--- config.mk ---
export PLATFORM = sky130hd
export DESIGN_NAME = crc_error_injector_flat
export DESIGN_NICKNAME = d
export VERILOG_FILES = /design/src/rtl/crc_pkg.sv /design/src/rtl/crc_error_injector_if.sv /design/src/rtl/crc_error_injector_lfsr.sv /design/src/rtl/crc_error_injector.sv /design/src/flat_wrapper.sv
export SDC_FILE = /design/constraint.sdc
export NUM_CORES = 1
export LEC_CHECK = 0
export CAP_MARGIN = 20
export CORE_MARGIN = 3
export CORE_UTILIZATION = 30
export CTS_CLUSTER_SIZE = 40
export DETAILED_ROUTE_END_ITERATION = 10
export GPL_TIMING_DRIVEN = 0
export MAX_ROUTING_LAYER = met4
export PLACE_DENSITY_LB_ADDON = 0.05
export SYNTH_ARGS = -nofsm -noshare
export SYNTH_HDL_FRONTEND = slang
export SYNTH_SLANG_ARGS = --single-unit
--- constraint.sdc ---
create_clock -name clk -period 5 [get_ports clk]
set_input_delay 0.75 -clock clk [delete_from_list [all_inputs] [get_ports clk]]
set_output_delay 0.75 -clock clk [all_outputs]
set_load 0.05 [all_outputs]
--- src/rtl/crc_pkg.sv ---
// ---------------------------------------------------------------------------
// crc_pkg
// Shared definitions for the CRC error-injection stage:
//   inj_mode_e   - runtime injection mode encoding
//   LFSR_RESET   - LFSR state after reset
//   LFSR_TAPS    - Fibonacci tap mask for x^16 + x^14 + x^13 + x^11 + 1
//   calc_w()     - codeword width from message width N and polynomial width M
// ---------------------------------------------------------------------------
package crc_pkg;

    typedef enum logic [1:0] {
        INJ_OFF    = 2'd0,
        INJ_SINGLE = 2'd1,
        INJ_BURST  = 2'd2,
        INJ_RANDOM = 2'd3
    } inj_mode_e;

    localparam logic [15:0] LFSR_RESET = 16'hACE1;

    // Exponents 16, 14, 13, 11 map to state bits 15, 13, 12, 10.
    localparam logic [15:0] LFSR_TAPS = 16'hB400;

    // The codeword is the N-bit message followed by the (M-1)-bit remainder.
    function automatic int calc_w(input int n, input int m);
        return n + m - 1;
    endfunction

endpackage

--- src/rtl/crc_error_injector_if.sv ---
// ---------------------------------------------------------------------------
// crc_error_injector_if
// Codeword stream around the injector: upstream valid/ready/data from the
// encoder and downstream valid/ready/data/err towards the checker.
//   master - the side that supplies codewords and consumes the output
//   slave  - the injector itself
// ---------------------------------------------------------------------------
interface crc_error_injector_if #(
    parameter int W = 15
);
    logic         in_valid;
    logic         in_ready;
    logic [W-1:0] in_data;
    logic         out_valid;
    logic         out_ready;
    logic [W-1:0] out_data;
    logic         out_err;

    modport master (
        output in_valid, in_data, out_ready,
        input  in_ready, out_valid, out_data, out_err
    );

    modport slave (
        input  in_valid, in_data, out_ready,
        output in_ready, out_valid, out_data, out_err
    );
endinterface

--- src/rtl/crc_error_injector_lfsr.sv ---
// ---------------------------------------------------------------------------
// inj_lfsr
// Fibonacci LFSR supplying pseudo-random flip positions.
//   clk, rst_n  - clock, synchronous active-low reset (state -> RESET_VAL)
//   seed_load   - load seed (zero seed replaced by 1); wins over advance
//   advance     - step the register once
//   seed        - seed value
//   state       - current register contents
// ---------------------------------------------------------------------------
module inj_lfsr
    import crc_pkg::*;
#(
    parameter int                LFSR_W    = 16,
    parameter logic [LFSR_W-1:0] RESET_VAL = LFSR_RESET,
    parameter logic [LFSR_W-1:0] TAPS      = LFSR_TAPS
) (
    input  logic              clk,
    input  logic              rst_n,
    input  logic              seed_load,
    input  logic              advance,
    input  logic [LFSR_W-1:0] seed,
    output logic [LFSR_W-1:0] state
);

    logic [LFSR_W-1:0] state_q;
    logic              feedback;

    assign feedback = ^(state_q & TAPS);
    assign state    = state_q;

    always_ff @(posedge clk) begin
        if (!rst_n) begin
            state_q <= RESET_VAL;
        end else if (seed_load) begin
            // An all-zero state would lock the register up.
            state_q <= (seed == '0) ? LFSR_W'(1) : seed;
        end else if (advance) begin
            state_q <= {state_q[LFSR_W-2:0], feedback};
        end
    end

endmodule

--- src/rtl/crc_error_injector.sv ---
// ---------------------------------------------------------------------------
// crc_error_injector
// Registered stage between CRC encoder and checker that corrupts selected
// codewords (single-bit, clipped burst, or LFSR-chosen single bit) at a
// programmable rate and counts the corrupted words it emits.
//   clk, rst_n    - clock, synchronous active-low reset
//   bus (slave)   - in_valid/in_ready/in_data, out_valid/out_ready/out_data,
//                   out_err (set when out_data was corrupted)
//   mode          - 0 pass, 1 single-bit, 2 burst, 3 random single-bit
//   bit_pos       - flip position for modes 1 and 2
//   burst_len     - number of bits flipped in mode 2
//   period        - inject on every period-th accepted word (0 acts as 1)
//   seed/seed_load- LFSR seed and load strobe
//   inject_count  - saturating count of corrupted words emitted
// Mode, bit_pos, burst_len and period only matter on the accept cycle.
// ---------------------------------------------------------------------------
module crc_error_injector
    import crc_pkg::*;
#(
    parameter  int N      = 11,
    parameter  int M      = 5,
    parameter  int CNT_W  = 16,
    parameter  int LFSR_W = 16,
    localparam int W      = calc_w(N, M),
    localparam int PW     = $clog2(W)
) (
    input  logic              clk,
    input  logic              rst_n,
    crc_error_injector_if.slave bus,
    input  logic [1:0]        mode,
    input  logic [PW-1:0]     bit_pos,
    input  logic [PW:0]       burst_len,
    input  logic [CNT_W-1:0]  period,
    input  logic [LFSR_W-1:0] seed,
    input  logic              seed_load,
    output logic [CNT_W-1:0]  inject_count
);

    inj_mode_e         mode_e;
    logic              accept;
    logic              hit;
    logic [CNT_W-1:0]  period_eff;
    logic [CNT_W-1:0]  word_cnt;
    logic [LFSR_W-1:0] lfsr_state;
    logic [PW-1:0]     lfsr_low;
    logic [PW-1:0]     lfsr_pos;
    logic [W-1:0]      mask;
    logic              lfsr_unused;

    logic              out_valid_q;
    logic [W-1:0]      out_data_q;
    logic              out_err_q;
    logic [CNT_W-1:0]  inject_cnt_q;

    // Builds the flip mask for a word that has been selected for injection.
    // A burst is clipped at the top of the word; positions past the word
    // simply never match, which also covers bit_pos >= W.
    function automatic logic [W-1:0] build_mask(
        input inj_mode_e     m,
        input logic [PW-1:0] pos,
        input logic [PW:0]   len,
        input logic [PW-1:0] rnd_pos
    );
        logic [W-1:0] mask_v;
        mask_v = '0;
        for (int i = 0; i < W; i++) begin
            case (m)
                INJ_SINGLE: mask_v[i] = (i == int'(pos));
                INJ_BURST:  mask_v[i] = (i >= int'(pos)) && (i < int'(pos) + int'(len));
                INJ_RANDOM: mask_v[i] = (i == int'(rnd_pos));
                default:    mask_v[i] = 1'b0;
            endcase
        end
        return mask_v;
    endfunction

    assign mode_e       = inj_mode_e'(mode);
    assign bus.in_ready = !out_valid_q || bus.out_ready;
    assign accept       = bus.in_valid && bus.in_ready;

    assign period_eff   = (period == '0) ? CNT_W'(1) : period;
    assign hit          = (mode_e != INJ_OFF) && (word_cnt == period_eff - CNT_W'(1));

    // Only the low PW bits pick a position; the rest just feed the sequence.
    assign lfsr_low     = lfsr_state[PW-1:0];
    assign lfsr_unused  = ^lfsr_state[LFSR_W-1:PW];

    always_comb begin
        // NOTE: every variable written here gets a default first, so no path
        // leaves it unassigned and no latch is inferred.
        lfsr_pos = lfsr_low;
        mask     = '0;
        // lfsr_low < 2^PW < 2W, so one subtraction folds it into range.
        if (int'(lfsr_low) >= W) begin
            lfsr_pos = PW'(int'(lfsr_low) - W);
        end
        if (hit) begin
            mask = build_mask(mode_e, bit_pos, burst_len, lfsr_pos);
        end
    end

    always_ff @(posedge clk) begin
        // NOTE: sequential state uses non-blocking assignments so every
        // register samples pre-edge values regardless of statement order.
        if (!rst_n) begin
            out_valid_q  <= 1'b0;
            out_data_q   <= '0;
            out_err_q    <= 1'b0;
            inject_cnt_q <= '0;
            word_cnt     <= '0;
        end else begin
            if (accept) begin
                out_valid_q <= 1'b1;
                out_data_q  <= bus.in_data ^ mask;
                out_err_q   <= |mask;
                if ((|mask) && (inject_cnt_q != '1)) begin
                    inject_cnt_q <= inject_cnt_q + CNT_W'(1);
                end
                if ((mode_e == INJ_OFF) || hit) begin
                    word_cnt <= '0;
                end else begin
                    word_cnt <= word_cnt + CNT_W'(1);
                end
            end else if (bus.out_ready) begin
                out_valid_q <= 1'b0;
            end
        end
    end

    // Current word sees the pre-advance state; a simultaneous seed_load
    // therefore only affects the following word.
    inj_lfsr #(
        .LFSR_W (LFSR_W)
    ) u_lfsr (
        .clk       (clk),
        .rst_n     (rst_n),
        .seed_load (seed_load),
        .advance   (accept),
        .seed      (seed),
        .state     (lfsr_state)
    );

    assign bus.out_valid = out_valid_q;
    assign bus.out_data  = out_data_q;
    assign bus.out_err   = out_err_q;
    assign inject_count  = inject_cnt_q;

endmodule

--- src/flat_wrapper.sv ---
// flat-port wrapper written by rule: the top's interface ports become plain ports
module crc_error_injector_flat import crc_pkg::*;
#(
    parameter  int N      = 11,
    parameter  int M      = 5,
    parameter  int CNT_W  = 16,
    parameter  int LFSR_W = 16,
    localparam int W      = calc_w(N, M),
    localparam int PW     = $clog2(W)
)
  (clk, rst_n, mode, bit_pos, burst_len, period, seed, seed_load, inject_count, bus_in_valid, bus_in_data, bus_out_ready, bus_in_ready, bus_out_valid, bus_out_data, bus_out_err);
  crc_error_injector_if #(.W((15))) bus_i ();
  input  logic clk;
  input  logic rst_n;
  input  logic [1:0] mode;
  input  logic [PW-1:0] bit_pos;
  input  logic [PW:0] burst_len;
  input  logic [CNT_W-1:0] period;
  input  logic [LFSR_W-1:0] seed;
  input  logic seed_load;
  output logic [CNT_W-1:0] inject_count;
  input wire logic [$bits(bus_i.in_valid)-1:0] bus_in_valid;
  input wire logic [$bits(bus_i.in_data)-1:0] bus_in_data;
  input wire logic [$bits(bus_i.out_ready)-1:0] bus_out_ready;
  output wire logic [$bits(bus_i.in_ready)-1:0] bus_in_ready;
  output wire logic [$bits(bus_i.out_valid)-1:0] bus_out_valid;
  output wire logic [$bits(bus_i.out_data)-1:0] bus_out_data;
  output wire logic [$bits(bus_i.out_err)-1:0] bus_out_err;
  assign bus_i.in_valid = bus_in_valid;
  assign bus_i.in_data = bus_in_data;
  assign bus_i.out_ready = bus_out_ready;
  assign bus_in_ready = bus_i.in_ready;
  assign bus_out_valid = bus_i.out_valid;
  assign bus_out_data = bus_i.out_data;
  assign bus_out_err = bus_i.out_err;
  crc_error_injector #(.N(N), .M(M), .CNT_W(CNT_W), .LFSR_W(LFSR_W)) u_core (.clk(clk), .rst_n(rst_n), .bus(bus_i), .mode(mode), .bit_pos(bit_pos), .burst_len(burst_len), .period(period), .seed(seed), .seed_load(seed_load), .inject_count(inject_count));
endmodule
==> metrics.txt, run 1 <==
final setup margin=0.269 ns; worst-path cell chain=clkdlybuf4s50_1, or4_4, nor3_4, a21oi_1, ha_1, xnor2_1, xnor2_1, or4b_1, nor4_4, nand2_1, nor3_1, or4b_2, o221a_1; count of cell types in the netlist=67; highest metal used=met4; DRC errors left=0; hold buffer count at CTS=0; CP startpoint kind=input pin; design area=a little over 6000 sq um; largest net degree at the start of global routing=11; Initial Util=31.2%; Multi-input gate area=3160 sq um; Syn Area/Cell=7.35 sq um; clock power share=41.3%; Max Cap Violations=0; Hold EP=u_core.bus.out_err; worst slew pin tran=0.699 ns; vias in the first global route=4706; FF+latch count, synth=65; Seq/Total Area, Yosys=28.2%; Hold WC Path Type=reg2reg; routed len/inst=16.6 um; placed inst area=5800 sq um; first-pass GRT wire length=about 24000 um; Post-Synth XOR/XNOR Area=10.8%; post-place setup slack=-0.857 ns; sw frac=about 29%; H-tree depth=3; FF+latch area=between 1000 and 1500 sq um; fill cell count=1512; CP arrival=4.96 ns; Setup-failing EPs final=0; antenna viol nets, final=0; most used cell, CP=xnor2_1; Internal Power=between 1 and 1.5 mW; row cnt=44; Final Critical Period=~4.7 ns; area grow syn2layout=34.1%; fin util=41.8%; clock slew at reported path FFs=0.06 ns; via count=approximately 5000; CORE AREA=between 10000 and 15000 sq um; synthesized cell area=between 4000 and 5000 sq um; global-route usage over all layers=18.9%; Total Wirelength=approximately 15000 um; Synth Net Count=between 700 and 800; Top FF cell, synth=dfxtp_1; net switching power figure=0.456 mW; fin crit share=approximately 95%; outcome=finished, final reports clean; mux share of post-synthesis cell area=0.867%; clk_lat worst skew=0.34 ns; nets@finish=around 800; clk_skew=approximately 0.0084 ns; 1st-pass router iterations=5; largest family of logic cells by synthesized area=simple AND/OR/NAND/NOR gates; Flop pwr share=approximately 36%; Synth Area in Adders=3.14%; clock tree buffer depth=2; met3 wire len=842 um; Reg2Reg Setup Slack=around 1.4 ns; HPWL after DPL=11900 um; synth warn=0; max-slew violation count=0; GPL Wtd Cong=0.936; hold path depth=2; critical path fanouts, max=6; worst relative slew slack=53.0%; root buffer selected by CTS=clkbuf_16; Crit path largest cell delay=0.64 ns; global route overflow=0; Ports=just under 100; layout cells sized above 1=approximately 5.9%; reg2reg path depth=14; Synth area leaders=dfxtp_1 28%, a21oi_1 7.0%, xor2_1 5.7%; WL met2=7140 um; r2r endpoint=u_core.inject_count[1]; CTS tree=done; final number of hold-violating endpoints=0; slowest CP cell=or4b_2; top cell type's share of synthesized area=28.2%; critical path capture point type=flop; post-synthesis simple-gate area fraction=29.7%; Setup CP Type=in2reg; initial antenna violation count=0; Min Hold Slack=0.496 ns; die area=16900 sq um; Die W=130 um; Synth Area in Compound Gates=22.5%; fmax=211 MHz; R2R Path Start=u_core.u_lfsr.state[0]; Iteration-0 DRC Markers=435; Ant. Diodes=0; Top delay family on crit path=simple AND/OR/NAND/NOR gates; Synth Instances=628; PD cells=250 nW/um^2; Critical Path RT=about 5.2 ns; Met1 Wirelength=7120 um; die height=130 um; Leakage=2.14 nW; Async SR Flop Fraction=0%; number of synthesized flops with an enable pin=0; peak supply drop=0.167 mV; number of CTS-inserted buffers=9; vias per inst=5.41; HP Start=u_core.bus.out_err; Synth area leader=dfxtp_1; Gate power share=22.8%; number of port buffers=95; CP bufs+invs=1; CTS Sinks=65
## state kept, by name, summed over array words and instances (netlist names)
signal	count
u_core.bus.out_data	15
u_core.bus.out_err	1
u_core.bus.out_valid	1
u_core.inject_count	16
u_core.u_lfsr.state	16
u_core.word_cnt	16
## synthesized netlist by cell type, drive strengths merged, types with 2 or more instances
| cell type | instances |
|---|---|
| a21oi | 66 |
| dfxtp | 65 |
| nor2 | 64 |
| nand2 | 57 |
| o21ai | 54 |
| nand3 | 34 |
| xor2 | 30 |
| xnor2 | 27 |
| clkbuf | 22 |
| inv | 18 |
| nor3 | 18 |
| nand4 | 14 |
| nor2b | 14 |
| a31oi | 13 |
| nor4 | 11 |
| ha | 10 |
| or3 | 10 |
| and3 | 9 |
| buf | 9 |
| nand2b | 8 |
| and2 | 7 |
| or4 | 7 |
| o22ai | 5 |
| o31ai | 5 |
| mux2i | 4 |
| o211ai | 4 |
| o32ai | 4 |
| a21o | 2 |
| a221oi | 2 |
| a41oi | 2 |
| and3b | 2 |
| nand3b | 2 |
| nor4b | 2 |
| o22a | 2 |
| or2 | 2 |
| or4b | 2 |
## kinds of logic after synthesis
group / Yosys count
xor+xnor: 57
fa+ha+maj: 11
buf+inv: 50
flops: 65
compound gates: 174
simple gates: 267
mux: 4
## cell type report
class                           count  share of cell area [%]
Clock inverter                      2                   0.606
Sequential cell                    65                    21.0
Buffer                             31                    2.51
Timing Repair Buffer               98                    15.7
Tap cell                          184                    3.72
Clock buffer                       13                    4.20
Inverter                           19                    1.15
Multi-Input combinational cell    513                    51.1
## worst reg2reg max path, delay by kind of cell, from the launching register on
kind	cells	cell delay, ns
flip-flops	1	0.39
multiplexers	2	0.46
buffers and inverters	4	0.81
adder cells (fa/ha/maj)	1	0.36
AND/OR/NAND/NOR	4	0.71
AO/OA/AOI/OAI	3	0.75
## power by group through the flow
| stage | registers [mW] | logic [mW] | clock network (mW) |
|---|---|---|---|
| floorplan | 0.597 | 0.176 | 0 |
| global placement | 0.566 | 0.346 | 0 |
| detailed placement | 0.566 | 0.346 | 0 |
| CTS | 0.556 | 0.350 | 0.657 |
| global route | 0.558 | 0.387 | 0.680 |
| finish | 0.556 | 0.353 | 0.640 |
## placed cells by master (no fill, tap or decap), types with 3 or more instances in the layout
master,synthesis,final
nand2b_1,8,8
or4_1,5,3
o21ai_0,38,38
a21oi_1,65,65
and2_1,7,7
buf_6,3,3
a31oi_1,13,13
nand2_1,57,57
ha_1,10,10
inv_1,17,17
clkbuf_16,0,9
clkbuf_1,22,21
clkbuf_2,0,3
nand4_1,14,14
and3_1,9,9
clkdlybuf4s50_1,0,95
o31ai_1,5,5
nand3_1,34,34
or4_4,2,4
buf_4,0,3
nor2b_1,14,14
buf_1,4,4
mux2i_1,4,4
o32ai_1,4,4
o22ai_1,5,5
nor2_1,64,64
nor3_1,18,16
dfxtp_1,65,65
xnor2_1,27,27
nor4_4,0,4
xor2_1,30,30
or3_1,10,10
o21ai_1,16,15
nor4_1,8,7
o211ai_1,3,3
## timing repair
item / CTS / global route
gates resized for setup: 5 / 11
buffers inserted: 2 / 1
setup endpoints to repair: 41 / 40
cloned: 0 / 0
pin swaps: 1 / 3
## metrics by stage
step	setup TNS [ns]	std cells	power (mW)
after CTS	0	924	1.56
final	0	925	1.55
after floorplan	0	628	0.772
after global placement	-28.06	907	0.912
after global routing	-0.0173	925	1.63
after detailed placement	-23.67	907	0.912
## layer usage
layer / vias to the layer above / global-route usage, %
met5: - / -
met4: 0 / 5.99
li1: 2491 / -
met1: 2327 / 24.5
met3: 20 / 3.97
met2: 165 / 29.5
## worst max path at each step
| stage | from | endpoint | slack, ns | depth (start not counted) |
|---|---|---|---|---|
| after floorplan | period[13] | u_core.inject_count[11] | 0.73 | 14 |
| after global placement | period[7] | u_core.bus.out_data[6] | -0.94 | 15 |
| after detailed placement | period[7] | u_core.bus.out_data[4] | -0.86 | 15 |
| after CTS | period[7] | u_core.inject_count[13] | 0.06 | 15 |
| after global routing | period[7] | u_core.inject_count[12] | -0.02 | 13 |
| final | period[7] | u_core.inject_count[12] | 0.27 | 13 |
Power figures use the tool's default switching activity.
==> inputs of run 2 (changes only) <==
CORE_ASPECT_RATIO = 0.6   (was unset)
==> metrics.txt, run 2 (synthesis gave the netlist of run 1 again) <==
H-tree depth=3 (unchanged); Die W=166 um (+28%); CP arrival=4.96 ns (about the same); vias per inst=5.41 (about the same); design area=6220 sq um (+0.57%); count of non-filler cells in the finished layout=942 (+1.8%); commonest non-fill, non-tap cell in the layout=clkdlybuf4s50_1; DRC errors left=0 (unchanged); RSZ-0062 raised after global routing=false; first-pass GRT wire length=26800 um (+9.4%); root buffer selected by CTS=clkbuf_16; R2R Path Start=u_core.u_lfsr.state[0]; global-route usage over all layers=20.7% (+1.8 points); Ant. Diodes=0 (unchanged); most frequent cells in the layout=95 x clkdlybuf4s50_1, 65 x a21oi_1, 65 x dfxtp_1, 64 x nor2_1, 57 x nand2_1; routed len/inst=18.1 um (+8.9%); Total Wirelength=17100 um (+11%); worst-path cell chain=clkdlybuf4s50_1, or4_4, nor3_4, a21oi_1, ha_1, xnor2_2, xnor2_1, or4b_1, nor4_4, nand2_1, nor3_1, or4b_2, o221a_1; Iteration-0 DRC Markers=472 (+8.5%); r2r endpoint=u_core.inject_count[1]; placed cells=921 (+1.5%); Critical Path RT=5.21 ns (-0.02 ns); global route overflow=0 (unchanged); last element of the critical path=u_core.inject_count[12]; clock slew at reported path FFs=0.06 ns (about the same); largest net degree at the start of global routing=14 (+3); Crit path largest cell delay=0.67 ns (+0.03 ns); Leakage=2.16 nW (+0.91%); Final Total Pwr=1.52 mW (-2.0%); CTS tree=done; critical path fanouts, max=5 (-1); Worst Setup SP=period[12]; Ports=97 (unchanged); Crit. path cell count=13 (unchanged); antenna viol nets, final=0 (unchanged); number of port buffers=95 (unchanged); PD cells=244 nW/um^2 (-2.6%); final number of hold-violating endpoints=0 (unchanged); Initial Util=31.3% (+0.10 points); row cnt=34 (-23%); die height=102 um (-22%); fmax=211 MHz (-0.41%); Reg2Reg Setup Slack=1.41 ns (+0.02 ns); Setup-failing EPs final=0 (unchanged); GPL Wtd Cong=0.940 (+0.42%); initial antenna violation count=0 (unchanged); 1st-pass router iterations=5 (unchanged); CP startpoint kind=input pin; Top delay family on crit path=simple AND/OR/NAND/NOR gates; Final Critical Period=4.75 ns (+0.0195 ns); placed inst area=5810 sq um (+0.30%); outcome=finished, final reports clean; via count=5099 (+1.9%); critical path capture point type=flop; CTS Sinks=65 (unchanged); clk_lat worst skew=0.33 ns (about the same); peak supply drop=0.121 mV (-28%); number of CTS-inserted buffers=9 (unchanged); clock tree buffer depth=2 (unchanged); Max Cap Violations=0 (unchanged); HPWL after DPL=13600 um (+15%); die area=17000 sq um (+0.29%); Min Hold Slack=0.501 ns (+0.00471 ns); worst relative slew slack=47.2% (-5.8 points); area grow syn2layout=34.9%; CORE AREA=14800 sq um (-0.32%); Hold WC Path Type=reg2reg; vias in the first global route=4750 (+0.93%); layout cells sized above 1=6.99% (+1.1 points); fin crit share=95.0% (+0.39 points); worst slew pin tran=0.785 ns (+0.0862 ns); max-slew violation count=0 (unchanged); slowest CP cell=or4b_2; clk_skew=0.00983 ns (+0.00142 ns); reg2reg path depth=14 (unchanged); hold buffer count at CTS=0 (unchanged); Setup CP Type=in2reg; CP bufs+invs=1 (unchanged); nets@finish=813 (+0.25%)
[run 2: cell types whose count changed in the layout (fill, tap and decap cells not counted), sizes merged]
cell,change
inv,+2
buf,+2
clkinv,+4
bufinv,-1
clkbuf,-4
[run 2: area by class of cell]
type,instances,area (sq um)
clock inverter,7,52.6
tap,198,248
buffer,31,155
sequential,65,1300
clock buffer,9,225
inverter,19,71.3
fill,1517,8540
timing repair buffer,100,988
multi-input combinational,513,3180
[run 2: worst min-delay path, cell delays in order (launching register included)]
cell and delay [ns]:
dfxtp_1 0.33, o31ai_1 0.07, a21oi_1 0.06
[run 2: what timing repair did]
item | 4_1_cts | 5_1_grt
endpoints found under the setup margin | 42 | 37
buffers inserted | 2 | 3
gates cloned | 0 | 0
pin swaps | 1 | 2
endpoints found under the hold margin | 0 | 0
resized for setup | 8 | 9
[run 2: worst min-delay path by stage]
stage,cells past startpoint,start,endpoint
after floorplan,2,u_core.u_lfsr.state[7],u_core.u_lfsr.state[7]
after global placement,2,u_core.inject_count[5],u_core.inject_count[5]
after detailed placement,2,u_core.inject_count[10],u_core.inject_count[10]
after CTS,2,u_core.inject_count[10],u_core.inject_count[10]
after global routing,2,u_core.inject_count[10],u_core.inject_count[10]
final,2,u_core.inject_count[10],u_core.inject_count[10]
[run 2: per-stage QoR]
step | setup slack (ns) | utilization, % | TNS (ns)
floorplan | 0.728 | - | 0
global placement | -1.01 | 39.4 | -26.75
detailed placement | -1.03 | 39.4 | -27.51
CTS | 0.103 | 41.6 | 0
global route | 0.0209 | 42.2 | 0
finish | 0.250 | 42.2 | 0
[run 2: layer usage]
metal / GRT usage, % / vias up / wire (um)
met5: - / - / 0
met4: 2.88 / 0 / 90
met3: 3.90 / 9 / 1010
met2: 27.7 / 173 / 6530
met1: 32.1 / 2428 / 9430
li1: - / 2489 / -
[run 2: power breakdown]
| part | switching (mW) | internal [mW] | total [mW] |
|---|---|---|---|
| sequential | 0.0155 | 0.539 | 0.554 |
| clock | 0.254 | 0.339 | 0.593 |
| combinational | 0.225 | 0.145 | 0.370 |
